<file path="src/rtl/pipe_stage_elastic.sv">
// -----------------------------------------------------------------------------
// pipe_stage_elastic
//
// Elastic pipeline stage that replaces a fixed IF/ID-style pipeline register.
// It is a DEPTH-entry circular buffer with a valid/ready handshake on both
// sides. When downstream stalls, upstream can keep filling free slots instead
// of stopping at once. The hazard-unit controls keep their meaning:
//   - STALL freezes the stage.
//   - FLUSH empties it and leaves a bubble.
//
// Ports
//   CLOCK        in   rising-edge clock
//   RESET        in   asynchronous, active-low reset
//   STALL        in   hazard freeze: no push and no pop while high
//   FLUSH        in   hazard flush: buffer empties at the next edge
//                     (wins over STALL)
//   IN_VALID     in   upstream word present
//   IN_READY     out  stage can take a word this cycle
//                     (independent of OUT_READY)
//   DATA_IN      in   upstream word
//   OUT_VALID    out  head entry valid
//   OUT_READY    in   downstream consumes the head this cycle
//   DATA_OUT     out  head entry, or BUBBLE_VALUE when empty
//   COUNT        out  current occupancy
//   FLUSH_DROPS  out  saturating count of valid entries thrown away by flushes
// -----------------------------------------------------------------------------
module pipe_stage_elastic #(
  parameter int unsigned           DATA_WIDTH   = 64,
  parameter int unsigned           DEPTH        = 2,
  parameter logic [DATA_WIDTH-1:0] BUBBLE_VALUE = '0
) (
  input  logic                         CLOCK,
  input  logic                         RESET,
  input  logic                         STALL,
  input  logic                         FLUSH,
  input  logic                         IN_VALID,
  output logic                         IN_READY,
  input  logic [DATA_WIDTH-1:0]        DATA_IN,
  output logic                         OUT_VALID,
  input  logic                         OUT_READY,
  output logic [DATA_WIDTH-1:0]        DATA_OUT,
  output logic [$clog2(DEPTH+1)-1:0]   COUNT,
  output logic [7:0]                   FLUSH_DROPS
);

  // DEPTH = 1 would give a zero-width pointer; keep at least one bit.
  localparam int unsigned PTR_W = (DEPTH > 1) ? $clog2(DEPTH) : 1;
  localparam int unsigned CNT_W = $clog2(DEPTH + 1);

  localparam logic [PTR_W-1:0] LAST_PTR = PTR_W'(DEPTH - 1);
  localparam logic [CNT_W-1:0] FULL_CNT = CNT_W'(DEPTH);

  // Pointer advance with an explicit wrap so non power-of-two depths work.
  function automatic logic [PTR_W-1:0] ptr_inc(input logic [PTR_W-1:0] p);
    return (p == LAST_PTR) ? '0 : p + PTR_W'(1);
  endfunction

  // Drop counter accumulate, clamped at 8'hFF.
  function automatic logic [7:0] drops_sat_add(input logic [7:0]       acc,
                                               input logic [CNT_W-1:0] n);
    logic [8:0] sum;
    sum = {1'b0, acc} + 9'(n);
    return sum[8] ? 8'hFF : sum[7:0];
  endfunction

  // State
  logic [DATA_WIDTH-1:0] mem_q [DEPTH];
  logic [PTR_W-1:0]      wr_ptr_q, wr_ptr_d;
  logic [PTR_W-1:0]      rd_ptr_q, rd_ptr_d;
  logic [CNT_W-1:0]      count_q,  count_d;
  logic [7:0]            drops_q,  drops_d;

  logic full_w;
  logic push_w;
  logic pop_w;
  logic write_en_w;

  // Handshake and outputs. IN_READY looks only at local state and STALL, so
  // there is no combinational path from OUT_READY back to IN_READY.
  assign full_w    = (count_q == FULL_CNT);
  assign IN_READY  = RESET && !STALL && !full_w;
  assign OUT_VALID = (count_q != '0);
  assign DATA_OUT  = OUT_VALID ? mem_q[rd_ptr_q] : BUBBLE_VALUE;

  assign COUNT       = count_q;
  assign FLUSH_DROPS = drops_q;

  assign push_w = IN_VALID && IN_READY;
  assign pop_w  = OUT_VALID && OUT_READY && !STALL;

  // A flush discards a same-cycle push, so the slot is not written.
  assign write_en_w = push_w && !FLUSH;

  // Next-state: FLUSH over STALL over push/pop.
  always_comb begin
    wr_ptr_d = wr_ptr_q;
    rd_ptr_d = rd_ptr_q;
    count_d  = count_q;
    drops_d  = drops_q;
    if (FLUSH) begin
      wr_ptr_d = '0;
      rd_ptr_d = '0;
      count_d  = '0;
      drops_d  = drops_sat_add(drops_q, count_q);
    end else if (!STALL) begin
      if (push_w) wr_ptr_d = ptr_inc(wr_ptr_q);
      if (pop_w)  rd_ptr_d = ptr_inc(rd_ptr_q);
      if (push_w && !pop_w) begin
        count_d = count_q + CNT_W'(1);
      end else if (pop_w && !push_w) begin
        count_d = count_q - CNT_W'(1);
      end
    end
  end

  // Control registers
  always_ff @(posedge CLOCK or negedge RESET) begin
    if (!RESET) begin
      wr_ptr_q <= '0;
      rd_ptr_q <= '0;
      count_q  <= '0;
      drops_q  <= '0;
    end else begin
      wr_ptr_q <= wr_ptr_d;
      rd_ptr_q <= rd_ptr_d;
      count_q  <= count_d;
      drops_q  <= drops_d;
    end
  end

  // Storage: no reset, an entry is only visible once COUNT covers it.
  always_ff @(posedge CLOCK) begin
    if (write_en_w) begin
      mem_q[wr_ptr_q] <= DATA_IN;
    end
  end

endmodule

</file>
<file path="config.mk">
export PLATFORM = sky130hd
export DESIGN_NAME = pipe_stage_elastic
export DESIGN_NICKNAME = d
export VERILOG_FILES = /design/src/rtl/pipe_stage_elastic.sv
export SDC_FILE = /design/constraint.sdc
export NUM_CORES = 1
export LEC_CHECK = 0
export ABC_AREA = 1
export CORE_MARGIN = 3
export CORE_UTILIZATION = 44
export DETAILED_ROUTE_END_ITERATION = 10
export PLACE_DENSITY_LB_ADDON = 0.15
export SLEW_MARGIN = 20
export SYNTH_ARGS = -nofsm -noshare
export SYNTH_HDL_FRONTEND = slang
export SYNTH_SLANG_ARGS = --single-unit
export TNS_END_PERCENT = 5
</file>
<file path="constraint.sdc">
create_clock -name CLOCK -period 3.6 [get_ports CLOCK]
set_input_delay 0.36 -clock CLOCK [delete_from_list [all_inputs] [get_ports CLOCK]]
set_output_delay 0.36 -clock CLOCK [all_outputs]
set_load 0.005 [all_outputs]
</file>
==> results.json, run 1 <==
{
  "p_total_mw": 4.53,
  "cp_top_family": "buffers and inverters",
  "critPathKind": "reg2out",
  "yosysSeqAreaShare": 0.753,
  "die_y_um": 118,
  "ctsLongestPathBuffers": 2,
  "cts_max_level": 4,
  "critPathSlowestCell": "clkdlybuf4s50_1",
  "port_buffers": 145,
  "outcome": "finished clean",
  "pre_cts_slack_ns": 0.922,
  "layout-drive-gt1-share": 0.0879,
  "pwr-share-clk": 0.373,
  "syn_area_sq_um": 5510,
  "synth_cell_types": 25,
  "detail_route.iter0.violations": 183,
  "synth_nets": 512,
  "grt_pass1_wl_mm": 19.5,
  "regArea_sq_um": 4150,
  "syn_area_per_cell_sq_um": 12.5,
  "fp.dieW_um": 118,
  "synthTopCellsByArea": "edfxtp_1 70%, nand2_1 10%, a21oi_1 6.1%, dfrtp_1 5.5%, buf_2 1.7%",
  "holdBufCountCts": 0,
  "yosysMostFrequentCell": "nand2_1",
  "cp-end-kind": "output pin",
  "finalNetCount": 663,
  "post_cts_resized": 0,
  "route.detailed.drc": 0,
  "vias": 3759,
  "synth_commonest_cells": "149 x nand2_1, 128 x edfxtp_1, 67 x a21oi_1, 19 x buf_2",
  "viasPerCell": 4.88,
  "dp_cells": 739,
  "hold_class": "in2async",
  "coreArea_sq_um": 12100,
  "rsz0062_at_grt": "false",
  "final_cells": 771,
  "fin_crit_sh": 0.744,
  "crit_arrival_ns": 2.32,
  "grt_overflow": 0,
  "p_switching_mw": 1.09,
  "final_antenna_net_count": 0,
  "hold_viol_final": 0,
  "netlist.area_leader.share": 0.698,
  "slew_headroom": 0.546,
  "design_area_sq_um": 7750,
  "finalMaxSlewViolations": 0,
  "multi_input_area_sq_um": 1210,
  "async_reset_ff_frac": 0.0857,
  "syn_to_final_growth_pct": 40.8,
  "fillers": 987,
  "placed_area_sq_um": 7170,
  "wire_per_inst_um": 15.6,
  "ys_warn_count": 0,
  "synth_edf_count": 128,
  "cellLeakagePower_nw": 2.79,
  "fin_crit_ns": 2.68,
  "timing.rr.end": "mem_q[0][9]",
  "skew_ns": 0.0105,
  "initial_core_util": 0.455,
  "antenna_found_initial": 0,
  "cts_setup_buffers": 0,
  "worst_setup_path_start_kind": "flip-flop",
  "synthFlopType": "edfxtp_1",
  "cts_tree": "yes",
  "fmax_mhz": 373,
  "fin_ws_ns": 0.922,
  "syn_inst": 439,
  "worst-r2r-setup-slack_ns": 1.45,
  "die_area_sq_um": 13900,
  "cts-root-buf": "clkbuf_16",
  "whs_ns": 0.270,
  "synth_top_area_cell": "edfxtp_1",
  "vdd_ir_drop_max_mv": 0.314,
  "hpwlAfterDp_mm": 7.92,
  "cap_violations": 0,
  "combinationalPowerShare": 0.205,
  "internal_power_mw": 3.43,
  "sw_frac_of_total": 0.242,
  "ys_ff_latch": 140,
  "max_stage_delay_ns": 0.55,
  "cp.required_ns": 3.24,
  "setup_viol": 0,
  "path_cells": "inv_2, buf_4, nand2_1, a21oi_1, clkdlybuf4s50_1",
  "reg2reg_depth": 6,
  "cts.sinks": 140,
  "regToRegStartpoint": "COUNT[1]",
  "finalWirelength_mm": 12.0,
  "routabilityCongestion": 0.754,
  "clock_latency_ns": 0.40,
  "seq_power_share": 0.422,
  "pwr_density_cell_nw_per_um2": 584,
  "path_buf_inv": 3,
  "io_pins": 146,
  "grt_pass1_vias": 3874,
  "antenna_cells": 0,
  "first_pass_iters": 4,
  "core.rowCount": 40,
  "path_clk_slew_ns": 0.06,
  "numCtsBuffers": 17,
  "grtUsageTotal": 0.178,
  "worstPathMaxFanout": 24,
  "worst_slew_pin_slew_ns": 0.681,
  "grt_max_degree": 65
}
[cell type report]
type                       instances  area share
clock buffer                      19      0.0558
clock inverter                    13      0.0194
inverter                          14     0.00678
multi-input combinational        262       0.156
sequential                       140       0.535
tap                              168      0.0271
timing repair buffer             155       0.200
[stage by stage]
step	TNS [ns]	utilization
2_1_floorplan	-51.94	-
3_3_place_gp	0	0.592
3_5_place_dp	0	0.592
4_1_cts	0	0.640
5_1_grt	0	0.640
6_report	0	0.640
[power groups by stage]
stage	registers [mW]	logic [mW]	clock network (mW)
detailed placement	1.95	0.941	0
CTS	1.91	0.948	1.72
global route	1.92	1.03	1.79
global placement	1.94	0.931	0
floorplan	1.94	0.372	0
finish	1.91	0.928	1.69
[routing by layer]
metal,track usage,share of wire,vias up
li1,-,-,1836
met1,0.217,0.40,1816
met2,0.305,0.54,101
met3,0.0461,0.055,6
met4,0.0711,0.0093,0
met5,0,0,-
[worst max path at each step]
stage | endpoint | slack (ns) | start | cells past startpoint
CTS | DATA_OUT[15] | 0.87 | rd_ptr_q | 5
detailed placement | mem_q[1][49] | 0.92 | RESET | 7
global placement | mem_q[1][49] | 0.96 | RESET | 7
finish | DATA_OUT[16] | 0.92 | rd_ptr_q | 5
global route | DATA_OUT[17] | 0.71 | rd_ptr_q | 5
floorplan | mem_q[0][0] | -0.41 | COUNT[1] | 5
[worst reg2reg max path, stage by stage (launching register included)]
cell	delay, ns
dfrtp_1	0.47
inv_2	0.14
nor2_1	0.08
nor2_4	0.14
nand3_1	0.22
nor2_4	0.48
buf_12	0.28
[kinds of logic after synthesis]
logic type,after synthesis,share of synthesized area
and+or+nand+nor,183,0.136
buffers and inverters,37,0.0316
xor gates and xnor gates,3,0.00477
DFF,140,0.753
AOI/OAI and AO/OA,73,0.0668
adders and majority gates,3,0.00818
[flip-flops by register name (all words and copies together) (netlist names)]
register	cells
FLUSH_DROPS	8
COUNT	2
rd_ptr_q	1
mem_q	128
wr_ptr_q	1
[cell usage in the layout (no fill, tap or decap), drive strengths merged]
master / count
nand2: 152
xor2: 1
bufinv: 3
or2: 1
ha: 2
o21bai: 1
clkinv: 9
nand3: 10
nand4: 5
inv: 14
edfxtp: 128
nor3: 1
fa: 1
buf: 10
clkdlybuf4s50: 145
a21oi: 67
o21ai: 5
clkbuf: 19
dfrtp: 12
xnor2: 2
clkinvlp: 1
nor2: 14
Power figures use the tool's default switching activity.
==> run 2: changes to the inputs <==
Clock period 3.6 ns to 2.35 ns, I/O delays scaled along.
==> run 2 against run 1 <==
  * Final cell count is 0.39% higher
  * Global-route usage up 0.059 points
  * Worst hold slack got worse by 0.066 ns
  * Die area unchanged
==> results.json, run 2 (synthesized netlist as in run 1, its figures left out) <==
{
  "outcome": "finished clean",
  "timing.rr.end": "FLUSH_DROPS[0]",
  "rsz0062_at_grt": "false",
  "route.detailed.drc": 0,
  "final_common_cell": "nand2_1",
  "dr.max_layer_used": "met4",
  "grt_pass1_wl_mm": 19.5,
  "crit_arrival_ns": 1.99,
  "die_area_sq_um": 13900,
  "holdBufCountCts": 0,
  "critPathSlowestCell": "clkdlybuf4s50_1",
  "numCtsBuffers": 17,
  "fmax_mhz": 450,
  "grt_max_degree": 67,
  "finalNetCount": 666,
  "layout-drive-gt1-share": 0.0957,
  "cp.required_ns": 2.12,
  "finalWirelength_mm": 12.6,
  "regMostFlops": "mem_q",
  "wl_met2_mm": 6.32,
  "setup_viol": 0,
  "max_stage_delay_ns": 0.55,
  "slew_headroom": 0.791,
  "wirelength_met1_mm": 5.44,
  "finalMaxSlewViolations": 0,
  "regToRegStartpoint": "COUNT[0]",
  "grtUsageTotal": 0.179,
  "worst-r2r-setup-slack_ns": 0.47,
  "final_antenna_net_count": 0,
  "path_clk_slew_ns": 0.06,
  "hpwlAfterDp_mm": 7.84,
  "design_area_sq_um": 7860,
  "finalSetupTns_ns": 0,
  "hold_viol_final": 0,
  "ctsLongestPathBuffers": 2,
  "placed_area_sq_um": 7230,
  "cap_violations": 0,
  "reg2reg_depth": 8,
  "vdd_ir_drop_max_mv": 0.467,
  "whs_ns": 0.205,
  "dr_wl_met3_um": 621,
  "detail_route.iter0.violations": 199,
  "die_y_um": 118,
  "clock_latency_ns": 0.41,
  "first_pass_iters": 4,
  "grt_overflow": 0,
  "critPathKind": "reg2out",
  "cp-end-kind": "output pin",
  "antenna_cells": 0,
  "antenna_found_initial": 0,
  "grt_pass1_vias": 3803,
  "largest_reg_flops": 128,
  "worst_slew_pin_slew_ns": 0.313,
  "fp.dieW_um": 118,
  "cellLeakagePower_nw": 2.83,
  "routabilityCongestion": 0.864,
  "worst_setup_path_start_kind": "flip-flop",
  "skew_ns": 0.00930,
  "worstPathMaxFanout": 65,
  "initial_core_util": 0.455,
  "io_pins": 146,
  "wire_per_inst_um": 16.2,
  "cts_tree": "yes",
  "coreArea_sq_um": 12100,
  "cts-root-buf": "clkbuf_16",
  "cts.sinks": 140,
  "syn_to_final_growth_pct": 42.8,
  "port_buffers": 145,
  "fin_crit_sh": 0.946,
  "pwr_density_cell_nw_per_um2": 898,
  "viasPerCell": 4.91,
  "vias": 3797,
  "layout_common_cells": "149 x nand2_1, 145 x clkdlybuf4s50_1, 128 x edfxtp_1, 67 x a21oi_1, 18 x clkbuf_16",
  "cts_max_level": 4,
  "path_cells": "nor2_4, buf_12, a21oi_1, clkdlybuf4s50_1",
  "p_total_mw": 7.06,
  "fin_crit_ns": 2.22,
  "core.rowCount": 40,
  "hold_class": "in2async"
}
-- run 2: cell types whose count changed in the layout (fill, tap and decap cells not counted), sizes merged --
| cell | before | now |
|---|---|---|
| buf | 10 | 12 |
| clkinvlp | 1 | 3 |
| clkbuf | 19 | 21 |
| inv | 14 | 15 |
| clkinv | 9 | 5 |
-- run 2: cell type report --
type | count | area (sq um)
Fill cell | 949 | 4250
Sequential cell | 140 | 4150
Timing Repair Buffer | 158 | 1640
Multi-Input combinational cell | 262 | 1210
Clock buffer | 20 | 437
Tap cell | 168 | 210
Clock inverter | 12 | 165
Inverter | 14 | 52.6
-- run 2: worst max path at each step --
| stage | from | to | slack, ns | depth (start not counted) |
|---|---|---|---|---|
| 2_1_floorplan | COUNT[1] | mem_q[0][0] | -0.61 | 5 |
| 3_3_place_gp | STALL | mem_q[0][44] | 0.30 | 7 |
| 3_5_place_dp | STALL | mem_q[0][15] | 0.27 | 7 |
| 4_1_cts | rd_ptr_q | DATA_OUT[6] | 0.03 | 5 |
| 5_1_grt | COUNT[0] | DATA_OUT[13] | 0.03 | 4 |
| 6_report | COUNT[0] | DATA_OUT[13] | 0.13 | 4 |
-- run 2: report_power, final --
group          internal, mW  total (mW)  switching (mW)
Sequential             2.83        2.93           0.100
Clock                  1.68        2.68           0.998
Combinational         0.802        1.46           0.655
Total                  5.31        7.06            1.75
-- run 2: worst max-delay path, delay by kind of cell, from the launching register on --
family | cells | cell delay, ns
flip-flops | 1 | 0.50
AO/OA/AOI/OAI | 1 | 0.22
buffers and inverters | 2 | 0.75
AND/OR/NAND/NOR | 1 | 0.08
-- run 2: what timing repair did --
action | in CTS | in global routing
buffers inserted | 0 | 0
endpoints found under the hold margin | 0 | 0
resized for setup | 0 | 0
setup endpoints to repair | 0 | 8
-- run 2: layer usage --
| metal | vias to the layer above | global-route usage |
|---|---|---|
| met5 | - | 0 |
| met4 | 0 | 0.0637 |
| met3 | 11 | 0.0524 |
| met2 | 112 | 0.297 |
| met1 | 1832 | 0.225 |
| li1 | 1842 | - |
-- run 2: stage by stage --
stage	instances	setup WS, ns	utilization
4_1_cts	773	0.0326	0.647
6_report	774	0.126	0.649
5_1_grt	774	0.0277	0.649
2_1_floorplan	439	-0.610	-
3_3_place_gp	741	0.304	0.597
3_5_place_dp	741	0.274	0.597
==> run 3: changes to the inputs <==
Settings changed: CORE_MARGIN 3 to 8, CTS_CLUSTER_SIZE set to 20.
==> run 3 against run 2 <==
  * Count of clock-buffer cells in the layout fell by 3
  * Critical path type unchanged
  * Global-route usage fell by 1.8 points
  * Utilization is 1.1 points lower
  * Largest power group unchanged
  * Sequential share of layout area shrank 0.36 points
  * Final cell count is 0.39% higher
  * Sequential power is essentially flat
  * Non-clock buffer count decreased by 1
  * Register-to-register slack is essentially flat
  * Clock skew decreased by 0.0031 ns
  * Worst setup slack got worse by 0.030 ns
  * Flip-flop and latch count stayed put
  * Combinational power about the same
==> results.json, run 3 (synthesized netlist as in run 1, its figures left out) <==
{
  "outcome": "finished clean",
  "finalWirelength_mm": 12.7,
  "clock_latency_ns": 0.41,
  "port_buffers": 145,
  "numCtsBuffers": 17,
  "grtUsageTotal": 0.162,
  "routabilityCongestion": 0.796,
  "cellLeakagePower_nw": 2.84,
  "layout_common_cells": "149 x nand2_1, 145 x clkdlybuf4s50_1, 128 x edfxtp_1, 66 x a21oi_1, 17 x clkbuf_16",
  "worst_setup_path_start_kind": "flip-flop",
  "finalMaxSlewViolations": 0,
  "grt_max_degree": 66,
  "cts-root-buf": "clkbuf_16",
  "critPathSlowestCell": "clkdlybuf4s50_1",
  "layout-drive-gt1-share": 0.0992,
  "fmax_mhz": 444,
  "hold_class": "in2async",
  "path_clk_slew_ns": 0.06,
  "p_switching_mw": 1.76,
  "vias": 3813,
  "vdd_ir_drop_max_mv": 0.531,
  "crit_arrival_ns": 2.02,
  "path_cells": "inv_2, buf_12, nand2_1, a21oi_1, clkdlybuf4s50_1",
  "cts_setup_buffers": 0,
  "regMostFlops": "mem_q",
  "regArea_sq_um": 4150,
  "cp-startpoint": "rd_ptr_q",
  "setup_viol": 0,
  "whs_ns": 0.187,
  "detail_route.iter0.violations": 204,
  "ctsLongestPathBuffers": 2,
  "finalSetupTns_ns": 0,
  "worst_slew_pin_slew_ns": 0.315,
  "multi_input_area_sq_um": 1210,
  "cp.required_ns": 2.12,
  "combinationalPowerShare": 0.200,
  "largest_reg_flops": 128,
  "grt_pass1_vias": 3989,
  "fin_crit_ns": 2.25,
  "die_area_sq_um": 16300,
  "final_cells": 777,
  "first_pass_iters": 5,
  "coreArea_sq_um": 12400,
  "antenna_cells": 0,
  "worstPathMaxFanout": 38,
  "fillers": 981,
  "cts.sinks": 140,
  "max_stage_delay_ns": 0.55,
  "viasPerCell": 4.91,
  "critPathKind": "reg2out",
  "initial_core_util": 0.443,
  "antenna_found_initial": 0,
  "io_pins": 146,
  "dp_cells": 745,
  "slew_headroom": 0.790,
  "regToRegStartpoint": "COUNT[1]",
  "cts_max_level": 4,
  "wire_per_inst_um": 16.3,
  "pwr_density_cell_nw_per_um2": 919,
  "internal_power_mw": 5.51,
  "core.rowCount": 41,
  "rsz0062_at_grt": "false",
  "pwr-share-clk": 0.397,
  "hold_viol_final": 0,
  "cap_violations": 0,
  "final_common_cell": "nand2_1",
  "cts_tree": "yes",
  "syn_to_final_growth_pct": 43.8,
  "skew_ns": 0.00624,
  "fin_crit_sh": 0.959,
  "cp-end-kind": "output pin",
  "holdBufCountCts": 0,
  "final_antenna_net_count": 0,
  "finalNetCount": 665,
  "seq_power_share": 0.402,
  "sw_frac_of_total": 0.242,
  "hpwlAfterDp_mm": 8.29,
  "route.detailed.drc": 0,
  "grt_pass1_wl_mm": 20.4,
  "fp.dieW_um": 128,
  "grt_overflow": 0,
  "die_y_um": 128
}
-- run 3: cell count changes in the layout (fill, tap and decap cells not counted), sizes merged --
cell	delta
clkbuf	-4
bufinv	+2
clkinv	+1
clkinvlp	+1
inv	-1
-- run 3: worst max-delay path: cells and delay by family, from the launching register on --
family                 cells  cell delay, ns
buffers and inverters      3            0.88
AOI/OAI and AO/OA          1            0.21
and+or+nand+nor            1            0.07
DFF                        1            0.44
-- run 3: final cells by class --
cell class,count,area share
Clock buffer,17,0.0537
Clock inverter,15,0.0281
Inverter,14,0.00664
Multi-Input combinational cell,262,0.153
Sequential cell,140,0.524
Tap cell,172,0.0272
Timing Repair Buffer,157,0.207
-- run 3: final timing paths --
path                       cells past startpoint  slack [ns]             end
setup / recovery                               5         0.1     DATA_OUT[2]
setup reg to reg                               6        0.48    mem_q[1][42]
min in group CLOCK                             1        0.40     mem_q[1][5]
hold reg to reg                                2        0.54  FLUSH_DROPS[6]
max in group asynchronous                      2        1.99        COUNT[0]
hold / removal                                 2        0.19  FLUSH_DROPS[4]
-- run 3: timing repair --
item,4_1_cts,5_1_grt
endpoints found under the setup margin,0,4
resized for setup,0,2
endpoints found under the hold margin,0,0
-- run 3: layer usage --
layer  wire (um)  GRT usage  part of all wire  up-vias
li1            -          -                 -     1833
met1        5220      0.188              0.41     1844
met2        6350      0.266              0.50      120
met3         879     0.0553             0.069       16
met4         221     0.0699             0.017        0
met5           0          0                 0        -
-- run 3: metrics by stage --
stage                      util  power [mW]  worst slack [ns]  area (sq um)
after floorplan               -        3.54            -0.610          5510
after global placement    0.585        4.44             0.330          7260
after detailed placement  0.585        4.46             0.293          7260
after CTS                 0.637        7.34            0.0653          7910
after global routing      0.638        7.59           0.00295          7920
final                     0.638        7.27            0.0956          7920
-- run 3: power by group through the flow --
stage / sequential [mW] / clock, mW / combinational, mW
final: 2.93 / 2.89 / 1.46
after floorplan: 2.97 / 0 / 0.571
after detailed placement: 2.98 / 0 / 1.48
after global placement: 2.98 / 0 / 1.47
after global routing: 2.95 / 3.04 / 1.60
after CTS: 2.93 / 2.93 / 1.49
